[src/rtl/uart_rx_frame.sv]
// ============================================================================
// Module   : uart_rx_frame
// Brief    : 16x-oversampled UART receiver, 8 data bits LSB first + parity + stop.
// Revision : 1.0 - initial release
// ============================================================================
`default_nettype none

module uart_rx_frame #(
    parameter int CLK_FREQ   = 50_000_000,
    parameter int BAUD       = 9600,
    parameter int PARITY_ODD = 0
) (
    input  logic       clk,
    input  logic       rst,
    input  logic       rx,
    output logic [7:0] data_out,
    output logic       data_valid,
    output logic       parity_err,
    output logic       frame_err,
    output logic       busy
);

    localparam int                 c_DIV      = CLK_FREQ / (BAUD * 16);
    localparam int                 c_DIV_W    = (c_DIV > 1) ? $clog2(c_DIV) : 1;
    localparam logic [c_DIV_W-1:0] c_DIV_LAST = c_DIV_W'(c_DIV - 1);
    localparam logic               c_ODD      = (PARITY_ODD != 0);

    typedef enum logic [2:0] {
        S_IDLE   = 3'd0,
        S_START  = 3'd1,
        S_DATA   = 3'd2,
        S_PARITY = 3'd3,
        S_STOP   = 3'd4
    } state_t;

    state_t r_state;
    state_t w_state_next;

    logic               r_sync1;
    logic               r_rx_s;
    logic               r_rx_prev;
    logic [c_DIV_W-1:0] r_div_cnt;
    logic [3:0]         r_sub_cnt;
    logic [2:0]         r_bit_cnt;
    logic [7:0]         r_shreg;
    logic               r_par_bit;

    logic w_fall;
    logic w_tick;
    logic w_mid_start;
    logic w_bit_end;

    assign w_fall      = r_rx_prev & ~r_rx_s;
    assign w_tick      = (r_div_cnt == c_DIV_LAST);
    assign w_mid_start = w_tick && (r_sub_cnt == 4'd7);
    assign w_bit_end   = w_tick && (r_sub_cnt == 4'd15);
    assign busy        = (r_state != S_IDLE);

    always_ff @(posedge clk) begin
        if (rst) begin
            r_sync1   <= 1'b1;
            r_rx_s    <= 1'b1;
            r_rx_prev <= 1'b1;
        end else begin
            r_sync1   <= rx;
            r_rx_s    <= r_sync1;
            r_rx_prev <= r_rx_s;
        end
    end

    // Divider restarts on the start edge so ticks line up with the bit phase.
    always_ff @(posedge clk) begin
        if (rst) begin
            r_div_cnt <= '0;
        end else if ((r_state == S_IDLE && w_fall) || w_tick) begin
            r_div_cnt <= '0;
        end else begin
            r_div_cnt <= r_div_cnt + c_DIV_W'(1);
        end
    end

    always_ff @(posedge clk) begin
        if (rst) begin
            r_state <= S_IDLE;
        end else begin
            r_state <= w_state_next;
        end
    end

    always_comb begin
        w_state_next = r_state;
        case (r_state)
            S_IDLE: begin
                if (w_fall) w_state_next = S_START;
            end
            S_START: begin
                if (w_mid_start) w_state_next = r_rx_s ? S_IDLE : S_DATA;
            end
            S_DATA: begin
                if (w_bit_end && r_bit_cnt == 3'd7) w_state_next = S_PARITY;
            end
            S_PARITY: begin
                if (w_bit_end) w_state_next = S_STOP;
            end
            S_STOP: begin
                if (w_bit_end) w_state_next = S_IDLE;
            end
            default: w_state_next = S_IDLE;
        endcase
    end

    always_ff @(posedge clk) begin
        if (rst) begin
            r_sub_cnt  <= 4'd0;
            r_bit_cnt  <= 3'd0;
            r_shreg    <= 8'h00;
            r_par_bit  <= 1'b0;
            data_out   <= 8'h00;
            data_valid <= 1'b0;
            parity_err <= 1'b0;
            frame_err  <= 1'b0;
        end else begin
            data_valid <= 1'b0;
            case (r_state)
                S_IDLE: begin
                    if (w_fall) begin
                        r_sub_cnt <= 4'd0;
                        r_bit_cnt <= 3'd0;
                    end
                end
                S_START: begin
                    if (w_mid_start) begin
                        r_sub_cnt <= 4'd0;
                    end else if (w_tick) begin
                        r_sub_cnt <= r_sub_cnt + 4'd1;
                    end
                end
                S_DATA: begin
                    if (w_tick) r_sub_cnt <= r_sub_cnt + 4'd1;
                    if (w_bit_end) begin
                        r_shreg <= {r_rx_s, r_shreg[7:1]};
                        if (r_bit_cnt != 3'd7) r_bit_cnt <= r_bit_cnt + 3'd1;
                    end
                end
                S_PARITY: begin
                    if (w_tick) r_sub_cnt <= r_sub_cnt + 4'd1;
                    if (w_bit_end) r_par_bit <= r_rx_s;
                end
                S_STOP: begin
                    if (w_tick) r_sub_cnt <= r_sub_cnt + 4'd1;
                    // Results become visible the clock after the stop-bit sample.
                    if (w_bit_end) begin
                        data_out   <= r_shreg;
                        parity_err <= ((^r_shreg) ^ r_par_bit) != c_ODD;
                        frame_err  <= ~r_rx_s;
                        data_valid <= 1'b1;
                    end
                end
                default: ;
            endcase
        end
    end

endmodule

`default_nettype wire

[config.mk]
export PLATFORM = sky130hd
export DESIGN_NAME = uart_rx_frame
export DESIGN_NICKNAME = d
export VERILOG_FILES = /design/src/rtl/uart_rx_frame.sv
export SDC_FILE = /design/constraint.sdc
export NUM_CORES = 1
export LEC_CHECK = 0
export CAP_MARGIN = 20
export CORE_MARGIN = 2
export CORE_UTILIZATION = 51
export DETAILED_ROUTE_END_ITERATION = 8
export PLACE_DENSITY = 0.75
export SKIP_CTS_REPAIR_TIMING = 1
export SKIP_LAST_GASP = 1
export SYNTH_ARGS = -nofsm -noshare
export SYNTH_HDL_FRONTEND = slang
export SYNTH_SLANG_ARGS = --single-unit
[constraint.sdc]
create_clock -name clk -period 2.1 [get_ports clk]
set_input_delay 0.42 -clock clk [delete_from_list [all_inputs] [get_ports clk]]
set_output_delay 0.42 -clock clk [all_outputs]
set_load 0.01 [all_outputs]
==> flow_metrics.tcl <==
set metrics [dict create \
    ant_nets 0 \
    worstSkewPairLatency_ps 290 \
    synthTopCellsByArea "dfxtp_1 44%, mux2i_1 4.8%, nor2_1 4.8%" \
    avgSynthCellArea_sq_um 9.01 \
    syn-cell-area_sq_um 1890 \
    setup_slack_ps 81.0 \
    max_slew_margin_pct 68.6 \
    grt_remaining_overflow 0 \
    antenna_found_initial 0 \
    seqPwrFrac_pct 53.3 \
    grt_pass1_wl_um 6570 \
    cts_max_path_buffers 2 \
    holdWs_ps 421 \
    n_fill_cell 316 \
    post-route-period-util_pct 96.1 \
    synth-edff-count 0 \
    layout.cells.most_common "dfxtp_1" \
    ys_types 42 \
    die_area_sq_um 4220 \
    row_count 22 \
    drive_above_1_share_pct 14.2 \
    cap_violations 0 \
    die_x_um 64.9 \
    dp_hpwl_um 2670 \
    switching_share_pct 25.8 \
    yosys.area.top_type "dfxtp_1" \
    clock_skew_ps 6.50 \
    fmaxAchievable_mhz 495 \
    synth_cells 210 \
    worstSetupStartpointType "flip-flop" \
    io_buffers 14 \
    drc 0 \
    grt_pass1_vias 1475 \
    nNetsFinal 246 \
    final_cell_mix "42 x dfxtp_1, 24 x nor2_1, 17 x nand3_1, 17 x buf_4" \
    cp.arrival_ps 2210 \
    cp_data_required_time_ps 2300 \
    initial_core_util_pct 52.5 \
    dp_cells 279 \
    wl_per_cell_um 12.8 \
    cts-root-buf "clkbuf_8" \
    combPwrFrac_pct 14.4 \
    clk_pin_slew_worst_paths_ps 70 \
    crit_path_end_kind "flip-flop" \
    leakage_nw 0.918 \
    setup_viol 0 \
    cts_tree "done" \
    ys_ff_latch 42 \
    grt_max_degree 19 \
    ys_seq_area_share_pct 44.4 \
    ir_drop_mv 0.514 \
    finalCoreUtilization_pct 63.1 \
    ys_warn_count 0 \
    htreeDepth 2 \
    syn_nets 218 \
    rsz0062_at_grt "no" \
    drt_iter0_drc 134 \
    n_antenna_cell 0 \
    hold_viol 0 \
    place.gp.congestion 0.873 \
    internal_power_w 0.00115 \
    cts_made_buffers 5 \
    wl_um 3690 \
    fin_tns_setup_ps 0 \
    grtUsageMet3_pct 6.60 \
    grt.total_usage_pct 20.3 \
    use_met1_pct 25.6 \
    synth_flop_cell "dfxtp_1" \
    finalWorstPathRequiredPeriod_ps 2020 \
    via_per_inst 5.47 \
    crit_type "flip-flop to flip-flop" \
    power_density_nw_per_um2 679 \
    top_usage_layer "met2" \
    core_area_sq_um 3610 \
    instances_no_fill 287 \
    netlist.area_leader.share_pct 44.4 \
    p_clk_share_pct 32.3 \
    vias 1571 \
    outcome "completed" \
    finalMaxSlewViolations 0 \
    die_y_um 64.9 \
    crit_path_max_fanout 5 \
    grt_use_met2_pct 32.0 \
    io_pins 15 \
    hold_path_class "flip-flop to flip-flop" \
    async_flop_share_pct 0 \
    drt_pass1_iterations 4 \
    worst-slew-pin-transition_ps 471 \
    area_growth_pct 20.2 \
    tritoncts_num_sinks 42 \
    p_sw_w 0.000399 \
    post-place-ws_ps 46.3 \
]
through the flow:
step | cell area, sq um | total power [W]
2_1_floorplan | 1890 | 0.000970
3_3_place_gp | 2170 | 0.00105
3_5_place_dp | 2170 | 0.00105
4_1_cts | 2260 | 0.00154
5_1_grt | 2270 | 0.00162
6_report | 2270 | 0.00154
critical path, stage by stage, from the launching register on:
cell and delay [ps]:
dfxtp_1 310, or4b_4 570, o41a_1 460, or3_1 400
o41ai_2 200
sequential cells by signal, summed over array words and instances, names as in the netlist:
signal,flops
frame_err,1
r_shreg,8
r_sub_cnt,4
r_state,3
r_rx_prev,1
r_rx_s,1
r_par_bit,1
r_bit_cnt,3
data_valid,1
data_out,8
parity_err,1
r_sync1,1
r_div_cnt,9
area by class of cell:
type | instances | area, sq um | share of cell area [%]
timing repair buffer | 31 | 270 | 11.9
tap | 48 | 60.1 | 2.64
sequential | 42 | 841 | 37.0
clock inverter | 2 | 13.8 | 0.605
multi-input combinational | 151 | 991 | 43.6
clock buffer | 6 | 72.6 | 3.19
inverter | 7 | 26.3 | 1.16
power by group through the flow:
stage	clock (W)	combinational (W)	sequential, W
floorplan	0	0.000120	0.000850
global placement	0	0.000213	0.000842
detailed placement	0	0.000213	0.000842
CTS	0.000507	0.000214	0.000823
global route	0.000550	0.000244	0.000824
finish	0.000499	0.000222	0.000823
cell families (layout without fill, tap and decap cells):
group           after synthesis  after routing  share of synthesized area [%]
fa+ha+maj                     5              5                           3.30
xor+xnor                     14             14                           7.20
flops                        42             42                           44.4
simple gates                 79             79                           22.5
compound gates               44             44                           14.0
buf+inv                      17             46                           3.83
mux                           9              9                           4.76
final timing paths:
path | from | to | slack (ps) | cells past startpoint
worst max-delay path | r_div_cnt[3] | r_state[0] | 80 | 4
worst max register to register | r_div_cnt[3] | r_state[0] | 80 | 4
worst min register to register | r_sync1 | r_rx_s | 420 | 1
worst min-delay path | r_sync1 | r_rx_s | 420 | 1
metal layers:
| metal | vias up | share of wire (%) |
|---|---|---|
| li1 | 806 | - |
| met1 | 721 | 47 |
| met2 | 38 | 46 |
| met3 | 6 | 5.4 |
| met4 | 0 | 1.3 |
| met5 | - | 0 |
Yosys cell counts (5+ instances only):
cell type and instances:
clkbuf_1 8, dfxtp_1 42, inv_1 7, xor2_1 8, a21oi_1 16, nor2_1 24, o21ai_0 16, mux2i_1 9
xnor2_1 5, nand3_1 17, nand2_1 6, ha_1 5
Power figures use the tool's default switching activity.
